File: src/rtl/sop_result_accumulator.sv
// rtl/sop_result_accumulator.sv - saturating dot-product accumulator for the int_sop_2 result stream
// Sums LEN signed terms per window and parks the clamped total in a one-entry valid/ready register.
module sop_result_accumulator #(
  parameter int IN_W  = 37,
  parameter int ACC_W = 48,
  parameter int LEN   = 16
) (
  input  logic             clk,
  input  logic             reset,
  input  logic             in_valid,
  input  logic [IN_W-1:0]  in_data,
  output logic             in_ready,
  input  logic             flush,
  output logic             out_valid,
  input  logic             out_ready,
  output logic [ACC_W-1:0] out_data,
  output logic             out_sat,
  output logic [15:0]      term_cnt
);

  typedef enum logic {S_EMPTY = 1'b0, S_FULL = 1'b1} state_t;

  localparam logic [15:0]      LAST_CNT = 16'(LEN - 1);
  localparam logic [ACC_W-1:0] ACC_MAX  = {1'b0, {(ACC_W-1){1'b1}}};
  localparam logic [ACC_W-1:0] ACC_MIN  = {1'b1, {(ACC_W-1){1'b0}}};

  state_t           r_state;
  logic [ACC_W-1:0] r_acc;
  logic [15:0]      r_term_cnt;
  logic             r_sat_sticky;
  logic [ACC_W-1:0] r_out_data;
  logic             r_out_sat;

  logic [ACC_W:0]   w_term_ext;
  logic [ACC_W:0]   w_acc_ext;
  logic [ACC_W:0]   w_sum;
  logic             w_clamp;
  logic [ACC_W-1:0] w_sum_sat;
  logic             w_accept;
  logic             w_last;
  logic             w_complete;

  assign out_valid  = (r_state == S_FULL);
  assign in_ready   = !out_valid || out_ready;
  assign w_accept   = in_valid && in_ready;
  assign w_last     = (r_term_cnt == LAST_CNT);
  assign w_complete = w_accept && w_last && !flush;

  assign w_term_ext = {{(ACC_W + 1 - IN_W){in_data[IN_W-1]}}, in_data};
  assign w_acc_ext  = {r_acc[ACC_W-1], r_acc};
  assign w_sum      = w_term_ext + w_acc_ext;
  // The two top bits disagree only when the true sum left the ACC_W range.
  assign w_clamp    = w_sum[ACC_W] ^ w_sum[ACC_W-1];
  assign w_sum_sat  = !w_clamp ? w_sum[ACC_W-1:0] : (w_sum[ACC_W] ? ACC_MIN : ACC_MAX);

  assign out_data = r_out_data;
  assign out_sat  = r_out_sat;
  assign term_cnt = r_term_cnt;

  always_ff @(posedge clk or negedge reset) begin
    if (!reset) begin
      r_state      <= S_EMPTY;
      r_acc        <= '0;
      r_term_cnt   <= '0;
      r_sat_sticky <= 1'b0;
      r_out_data   <= '0;
      r_out_sat    <= 1'b0;
    end else begin
      if (flush) begin
        r_acc        <= '0;
        r_term_cnt   <= '0;
        r_sat_sticky <= 1'b0;
      end else if (w_accept) begin
        if (w_last) begin
          r_acc        <= '0;
          r_term_cnt   <= '0;
          r_sat_sticky <= 1'b0;
        end else begin
          r_acc        <= w_sum_sat;
          r_term_cnt   <= r_term_cnt + 16'd1;
          r_sat_sticky <= r_sat_sticky | w_clamp;
        end
      end

      // A completion in the same cycle as a handshake overwrites the drained result.
      if (w_complete) begin
        r_out_data <= w_sum_sat;
        r_out_sat  <= r_sat_sticky | w_clamp;
      end

      case (r_state)
        S_EMPTY: if (w_complete) r_state <= S_FULL;
        S_FULL:  if (out_ready && !w_complete) r_state <= S_EMPTY;
      endcase
    end
  end

endmodule

File: config.mk
export PLATFORM = sky130hd
export DESIGN_NAME = sop_result_accumulator
export DESIGN_NICKNAME = d
export VERILOG_FILES = /design/src/rtl/sop_result_accumulator.sv
export SDC_FILE = /design/constraint.sdc
export NUM_CORES = 1
export LEC_CHECK = 0
export ABC_AREA = 1
export BUFFER_PORTS_ARGS = -buffer_cell sky130_fd_sc_hd__buf_2
export CORE_ASPECT_RATIO = 1.4
export CORE_MARGIN = 2
export CORE_UTILIZATION = 35
export DETAILED_ROUTE_END_ITERATION = 10
export GPL_ROUTABILITY_DRIVEN = 0
export GPL_TIMING_DRIVEN = 1
export HOLD_SLACK_MARGIN = 0.02
export PLACE_DENSITY = 0.57
export SLEW_MARGIN = 30
export SYNTH_ARGS = -nofsm -noshare
export SYNTH_HDL_FRONTEND = slang
export SYNTH_SLANG_ARGS = --single-unit
File: constraint.sdc
create_clock -name clk -period 3.2 [get_ports clk]
set_input_delay 0.32 -clock clk [delete_from_list [all_inputs] [get_ports clk]]
set_output_delay 0.32 -clock clk [all_outputs]
set_load 0.05 [all_outputs]
==> summary.txt, run 1 <==
status: complete, no violations
Post-Route WL: 28520 um
PortBufs: 108
cell internal pwr: 3.701 mW
Achievable Freq: 345.7 MHz
Synth Register Bits: 115
die height: 193.4 um
H-Tree Level Count: 4
Combinational Power Share: 46.7%
pwr dens: 626.2 mW/mm^2
Mean Syn Cell Area: 6.167 sq um
actual slew at the worst max-slew pin: 0.8433 ns
Die W: 139.3 um
CTS Buf Count: 17
Main synth FF type: dfrtp_1
setup TNS: 0 ns
CTS tree: built
type of origin of the critical path: register
power share of the sequential group: 26.4%
deepest clock path buffer count: 2
Async SR Flop Fraction: 100.0%
crit path capture type: register
Die ar.: 0.02694 sq mm
# IOs: 109
WL/cell: 15.07 um
Psw: 2.847 mW
Sw Share: 43.49%
worst path arrival time: 3.18 ns
# DRC: 0
most frequent cells in the layout: nand2_1, inv_1, dfrtp_1
Critical Path Fanout Max: 23
Detailed Place HPWL: 22140 um
clk_skew: 0.01362 ns
largest net degree at the start of global routing: 63
CP max stage cell: fa_1
clock period minus worst slack: 2.893 ns
clock network fraction of total power: 26.9%
total grt overflow: 0
ANT cells: 0
layout cell share with drive strength beyond 1: 10.36%
Cell Area, Synth: 0.008967 sq mm
clk sink count: 115
nets: 1656
Layout area overhead: 16.60%
Vias/cell: 4.854
Final period util: 90.41%
worst hold path class: input port to async pin
Req. time, crit path: 3.49 ns
Routed Antenna Nets: 0
Place WS: -0.09713 ns
Max-Cap Viols: 0
clock latency on the worst-skew pair: 0.43 ns
Final Hold Fails: 0
Total GRT Usage: 21.83%
first-pass GRT wire length: 47230 um
vias in the first global route: 9186
initial antenna violation count: 0
critical-path cell list: ha_1 -> fa_1 -> nand2_1 -> nand2_1 -> nand3_1 -> nand2_1 -> nand2_1 -> nand2_1 -> nand2_2 -> nand3_2 -> nand2_1 -> nand2_2 -> nand2_4 -> buf_12 -> nand2_1 -> nand2_1 -> o21ai_0
critical path class: register to register
register area share after synthesis: 32.09%
RSZ-0062 raised after global routing: no
Setup WS post-layout: 0.3069 ns
Initial Util: 35.45%
Root Driver: clkbuf_16
Leakage: 6.329 nW
syn_nets: 1546
drt pass-1 iters: 5
endpoints failing setup: 0
synth warn: 0
Post-synth EDFFs: 0
area of the core: 0.02530 sq mm
Crit path top cell by count: nand2_1
vias post-DR: 9183
Rel. slew slack: 43.78%
total power: 6.548 mW
commonest non-fill, non-tap cell in the layout: nand2_1
Post-CTS Setup Inserts: 0
fin util: 41.34%
Slew Viols, Final: 0
Initial DRC Count: 480
FP Rows: 69
cells after synthesis: 1454
Slowest Stage Delay on Critical Path: 0.47 ns
number of unique standard cell types used by synthesis: 34
clock slew at reported path FFs: 0.06 ns
Worst IR Drop VDD: 0.0004028 V
[cell families after synthesis]
kind of cell	synth area share [%]
adder cells (fa/ha/maj)	7.060
XOR/XNOR	3.028
flip-flops	32.09
AO/OA/AOI/OAI	6.544
buffers and inverters	10.12
AND/OR/NAND/NOR	41.16
[metal layers]
layer | up-vias | global-route usage (%) | wire [um]
li1 | 4709 | - | -
met1 | 4178 | 25.44 | 12020
met2 | 237 | 39.03 | 14290
met3 | 59 | 4.109 | 1095
met4 | 0 | 8.979 | 1109
met5 | - | 0 | 0
[critical path, delay by kind of cell, from the launching register on]
kind | cells | cell delay [ns]
DFF | 1 | 0.38
and+or+nand+nor | 13 | 1.35
adders and majority gates | 2 | 0.76
AOI/OAI and AO/OA | 1 | 0.08
buffers and inverters | 1 | 0.19
[repair_timing]
item / CTS / global route
hold buffers: 0 / 0
gates resized for setup: 1 / 2
pin swaps: 0 / 0
cloned: 0 / 0
endpoints found under the setup margin: 23 / 12
[area by class of cell]
cell class                      count  area (sq um)
Inverter                          196         735.7
Fill cell                        2793         14840
Sequential cell                   115          2878
Clock buffer                       23         508.0
Timing Repair Buffer              123         705.7
Clock inverter                      5         27.53
Tap cell                          319         399.1
Multi-Input combinational cell   1111          5202
[Yosys cell counts (2+ instances only)]
master	n	area (sq um)
inv_1	196	735.7
a21oi_1	71	355.3
nand2_2	3	18.77
nand3b_1	4	30.03
nor3_1	24	120.1
ha_1	49	613.1
o21bai_1	7	52.55
nor2_1	87	326.6
nor2_2	4	25.02
nor4_1	5	31.28
o21a_1	2	15.01
dfrtp_1	115	2878
buf_2	5	25.02
xnor2_1	11	96.34
buf_6	6	67.56
nand4_1	23	143.9
buf_1	6	22.52
and2_1	6	37.54
nand3_1	51	255.2
xor2_1	20	175.2
nand3_2	2	20.02
nand2_1	709	2661
clkbuf_1	15	56.30
o22ai_1	2	12.51
o21ai_0	21	105.1
nor3b_1	2	15.01
[final timing paths]
check / from / end / cells past startpoint / slack (ns)
setup / recovery: r_acc[0]$_DFFE_PN0P_ / out_data[32]$_DFFE_PN0P_ / 17 / 0.31
hold / removal: reset / out_data[18]$_DFFE_PN0P_ / 1 / 0.002
setup reg to reg: r_acc[0]$_DFFE_PN0P_ / out_data[32]$_DFFE_PN0P_ / 17 / 0.31
hold reg to reg: out_data[24]$_DFFE_PN0P_ / out_data[24]$_DFFE_PN0P_ / 2 / 0.47
max in group asynchronous: reset / out_data[39]$_DFFE_PN0P_ / 2 / 2.40
min in group clk: flush / out_valid$_DFF_PN0_ / 2 / 0.14
[state kept, by name (all words and copies together), names as in the netlist]
| register | count |
|---|---|
| r_acc | 48 |
| out_data | 48 |
| term_cnt | 16 |
| out_valid | 1 |
| out_sat | 1 |
| r_sat_sticky | 1 |
[metrics by stage]
stage / hold WS (ns) / instance area, sq um / cells
2_1_floorplan: 0.02441 / 8967 / 1454
3_3_place_gp: 0.4583 / 9908 / 1864
6_report: 0.001728 / 10460 / 1892
5_1_grt: 0.05872 / 10460 / 1892
3_5_place_dp: 0.4597 / 9908 / 1864
4_1_cts: 0.02414 / 10450 / 1892
[power groups by stage]
| stage | logic (mW) | clock network [mW] | registers, mW |
|---|---|---|---|
| after CTS | 3.05 | 1.81 | 1.73 |
| after detailed placement | 3.02 | 0 | 1.75 |
| after global placement | 3.02 | 0 | 1.75 |
| after floorplan | 2.19 | 0 | 1.76 |
| after global routing | 3.49 | 1.85 | 1.75 |
| final | 3.06 | 1.76 | 1.73 |
(Power assumes the default switching activity.)
==> inputs of run 2 (changes only) <==
--- a/config.mk
+++ b/config.mk
@@ -5,7 +5,6 @@
 export SDC_FILE = /design/constraint.sdc
 export NUM_CORES = 1
 export LEC_CHECK = 0
-export ABC_AREA = 1
 export BUFFER_PORTS_ARGS = -buffer_cell sky130_fd_sc_hd__buf_2
 export CORE_ASPECT_RATIO = 1.4
 export CORE_MARGIN = 2
==> constraint.sdc (replaced) <==
create_clock -name clk -period 3.6 [get_ports clk]
set_input_delay 0.36 -clock clk [delete_from_list [all_inputs] [get_ports clk]]
set_output_delay 0.36 -clock clk [all_outputs]
set_load 0.05 [all_outputs]
==> run 2 against run 1 <==
  * Global-route usage down 0.99 points
  * Worst hold slack better by 0.32 ns
  * Combinational power down 21%
  * Core utilization up 1.3 points
  * Final cell count down 27%
  * Die area down 8.7%
  * Clock power about the same
  * Critical path depth down 5
  * Via count down 17%
  * First-iteration DRC count up 9.6%
  * Sequential share of layout area up 1.8 points
  * Register-to-register slack worse by 0.12 ns
  * Largest power group unchanged
==> summary.txt, run 2 <==
status: complete, no violations (unchanged)
Rel. slew slack: 45.84% (was 43.78%)
wire length on met2: 12270 um (was 14290 um)
Sequential cell area: 0.002878 sq mm (unchanged)
clock slew at reported path FFs: 0.06 ns (about the same)
Post-synth EDFFs: 0 (unchanged)
CTS resizes: 0 (was 1)
H-Tree Level Count: 4 (unchanged)
Worst IR Drop VDD: 0.0003548 V (was 0.0004028 V)
Setup WS post-layout: 0.1900 ns (was 0.3069 ns)
Routed Antenna Nets: 0 (unchanged)
area of the core: 0.02304 sq mm (was 0.02530 sq mm)
Layout area overhead: 20.31% (was 16.60%)
WL/cell: 17.94 um (was 15.07 um)
Async SR Flop Fraction: 100.0% (unchanged)
synth warn: 0 (unchanged)
PortBufs: 108 (unchanged)
Vias/cell: 5.490 (was 4.854)
initial antenna violation count: 0 (unchanged)
Post-Route WL: 24910 um (was 28520 um)
vias in the first global route: 7547 (was 9186)
cells after synthesis: 952 (was 1454)
dpl cell area: 0.009171 sq mm (was 0.009908 sq mm)
# DRC: 0 (unchanged)
# fillers: 2324 (was 2793)
clock period minus worst slack: 3.410 ns (was 2.893 ns)
largest net degree at the start of global routing: 65 (was 63)
Req. time, crit path: 3.91 ns (was 3.49 ns)
highest metal used: met4 (unchanged)
commonest non-fill, non-tap cell in the layout: nand2_1 (unchanged)
Initial Util: 35.43% (was 35.45%)
Multi-input gate area: 0.004965 sq mm (was 0.005202 sq mm)
syn_nets: 1044 (was 1546)
pwr dens: 580.6 mW/mm^2 (was 626.2 mW/mm^2)
RSZ-0062 raised after global routing: no (unchanged)
layout cell share with drive strength beyond 1: 20.61% (was 10.36%)
Synth Register Bits: 115 (unchanged)
number of unique standard cell types used by synthesis: 83 (was 34)
endpoints failing setup: 0 (unchanged)
Max-Cap Viols: 0 (unchanged)
Die W: 133.1 um (was 139.3 um)
Yosys top cell area share: 35.25% (was 32.09%)
first-pass GRT wire length: 40350 um (was 47230 um)
Achievable Freq: 293.3 MHz (was 345.7 MHz)
vias post-DR: 7620 (was 9183)
Place WS: 0.04444 ns (was -0.09713 ns)
drt pass-1 iters: 8 (was 5)
Final Cell Area: 0.009822 sq mm (was 0.01046 sq mm)
Root Driver: clkbuf_16 (unchanged)
Die ar.: 0.02458 sq mm (was 0.02694 sq mm)
total grt overflow: 0 (unchanged)
die height: 184.7 um (was 193.4 um)
register area share after synthesis: 35.25% (was 32.09%)
Final Hold Fails: 0 (unchanged)
# IOs: 109 (unchanged)
critical path class: register to register (unchanged)
Main synth FF type: dfrtp_1 (unchanged)
most frequent cells in the layout: nand2_1, dfrtp_1, buf_2 (was nand2_1, inv_1, dfrtp_1)
Critical Path Fanout Max: 25 (was 23)
met3 routed WL: 1463 um (was 1095 um)
synth cell count leaders: nand2_1, dfrtp_1, a21oi_1 (was nand2_1, inv_1, dfrtp_1)
Detailed Place HPWL: 19270 um (was 22140 um)
CTS Buf Count: 17 (unchanged)
worst path arrival time: 3.72 ns (was 3.18 ns)
clk sink count: 115 (unchanged)
fin util: 42.63% (was 41.34%)
ANT cells: 0 (unchanged)
Slew Viols, Final: 0 (unchanged)
type of origin of the critical path: register (unchanged)
Initial DRC Count: 526 (was 480)
FP Rows: 66 (was 69)
clock latency on the worst-skew pair: 0.42 ns (was 0.43 ns)
worst hold path class: input port to register (was input port to async pin)
actual slew at the worst max-slew pin: 0.8098 ns (was 0.8433 ns)
top post-synthesis cells by area: dfrtp_1, ha_1, nand2_1, a21oi_1, o21ai_1 (was dfrtp_1, nand2_1, inv_1, ha_1, a21oi_1)
Post-Route M1 WL: 10510 um (was 12020 um)
Leakage: 4.706 nW (was 6.329 nW)
crit path capture type: register (unchanged)
setup TNS: 0 ns (unchanged)
Final period util: 94.72% (was 90.41%)
deepest clock path buffer count: 2 (unchanged)
clk_skew: 0.006471 ns (was 0.01362 ns)
Cell Area, Synth: 0.008164 sq mm (was 0.008967 sq mm)
CTS tree: built (unchanged)
Total GRT Usage: 20.84% (was 21.83%)
nets: 1161 (was 1656)
Mean Syn Cell Area: 8.576 sq um (was 6.167 sq um)
most common cell in the netlist: nand2_1 (unchanged)
area leader, netlist: dfrtp_1 (unchanged)
==> run 2: worst paths after layout <==
| kind | endpoint | depth (start not counted) | slack [ns] | start |
|---|---|---|---|---|
| setup / recovery | out_data[17]$_DFFE_PN0P_ | 12 | 0.19 | r_acc[0]$_DFFE_PN0P_ |
| min in group asynchronous | r_acc[6]$_DFFE_PN0P_ | 2 | 0.35 | reset |
| max in group asynchronous | r_acc[32]$_DFFE_PN0P_ | 3 | 2.67 | reset |
| hold / removal | out_valid$_DFF_PN0_ | 3 | 0.32 | out_ready |
| setup reg to reg | out_data[17]$_DFFE_PN0P_ | 12 | 0.19 | r_acc[0]$_DFFE_PN0P_ |
| hold reg to reg | out_data[31]$_DFFE_PN0P_ | 2 | 0.47 | out_data[31]$_DFFE_PN0P_ |
==> run 2: worst max-delay path, stage by stage, from the launching register on <==
cell and delay, ns:
dfrtp_1 0.38, ha_1 0.23, fa_1 0.42, a21o_1 0.20
a31oi_1 0.23, o21ba_2 0.23, nor3_4 0.07, nor3_2 0.20
or2_4 0.18, a41oi_4 0.26, buf_12 0.27, maj3_1 0.36
mux2_2 0.27
==> run 2: cells by family (layout without fill, tap and decap cells) <==
family                   after synthesis  after routing  share of synthesized area [%]
AO/OA/AOI/OAI                        333            333                          26.22
adder cells (fa/ha/maj)               61             61                          9.134
flip-flops                           115            115                          35.25
AND/OR/NAND/NOR                      315            315                          18.50
buffers and inverters                 68            198                          4.138
XOR/XNOR                              47             47                          5.042
multiplexers                          13             13                          1.717
==> run 2: final cells by class <==
| type | count | area share (%) |
|---|---|---|
| Clock inverter | 12 | 1.592 |
| Timing Repair Buffer | 148 | 9.325 |
| Tap cell | 306 | 3.898 |
| Sequential cell | 115 | 29.30 |
| Clock buffer | 20 | 4.650 |
| Multi-Input combinational cell | 769 | 50.55 |
| Inverter | 18 | 0.6879 |
==> run 2: what timing repair did <==
item | CTS | global route
hold endpoints to repair | 0 | 13
setup buffers | 0 | 0
hold buffers | 0 | 1
setup endpoints to repair | 0 | 1
==> run 2: stage by stage <==
step / std cells / power, mW / hold WS (ns)
floorplan: 952 / 3.268 / 0.06441
global placement: 1354 / 3.915 / 0.4607
detailed placement: 1354 / 3.933 / 0.4706
CTS: 1386 / 5.718 / 0.07597
global route: 1388 / 6.052 / 0.3490
finish: 1388 / 5.702 / 0.3201
==> run 2: power by group <==
part	internal (mW)	switching, mW
Combinational	0.924	1.50
Clock	1.12	0.642
Sequential	1.43	0.0868
==> run 2: per-layer routing <==
layer / GRT usage [%] / vias up
met5: 0 / -
met4: 7.355 / 0
met3: 4.703 / 33
met2: 35.81 / 210
met1: 25.63 / 3649
li1: - / 3728
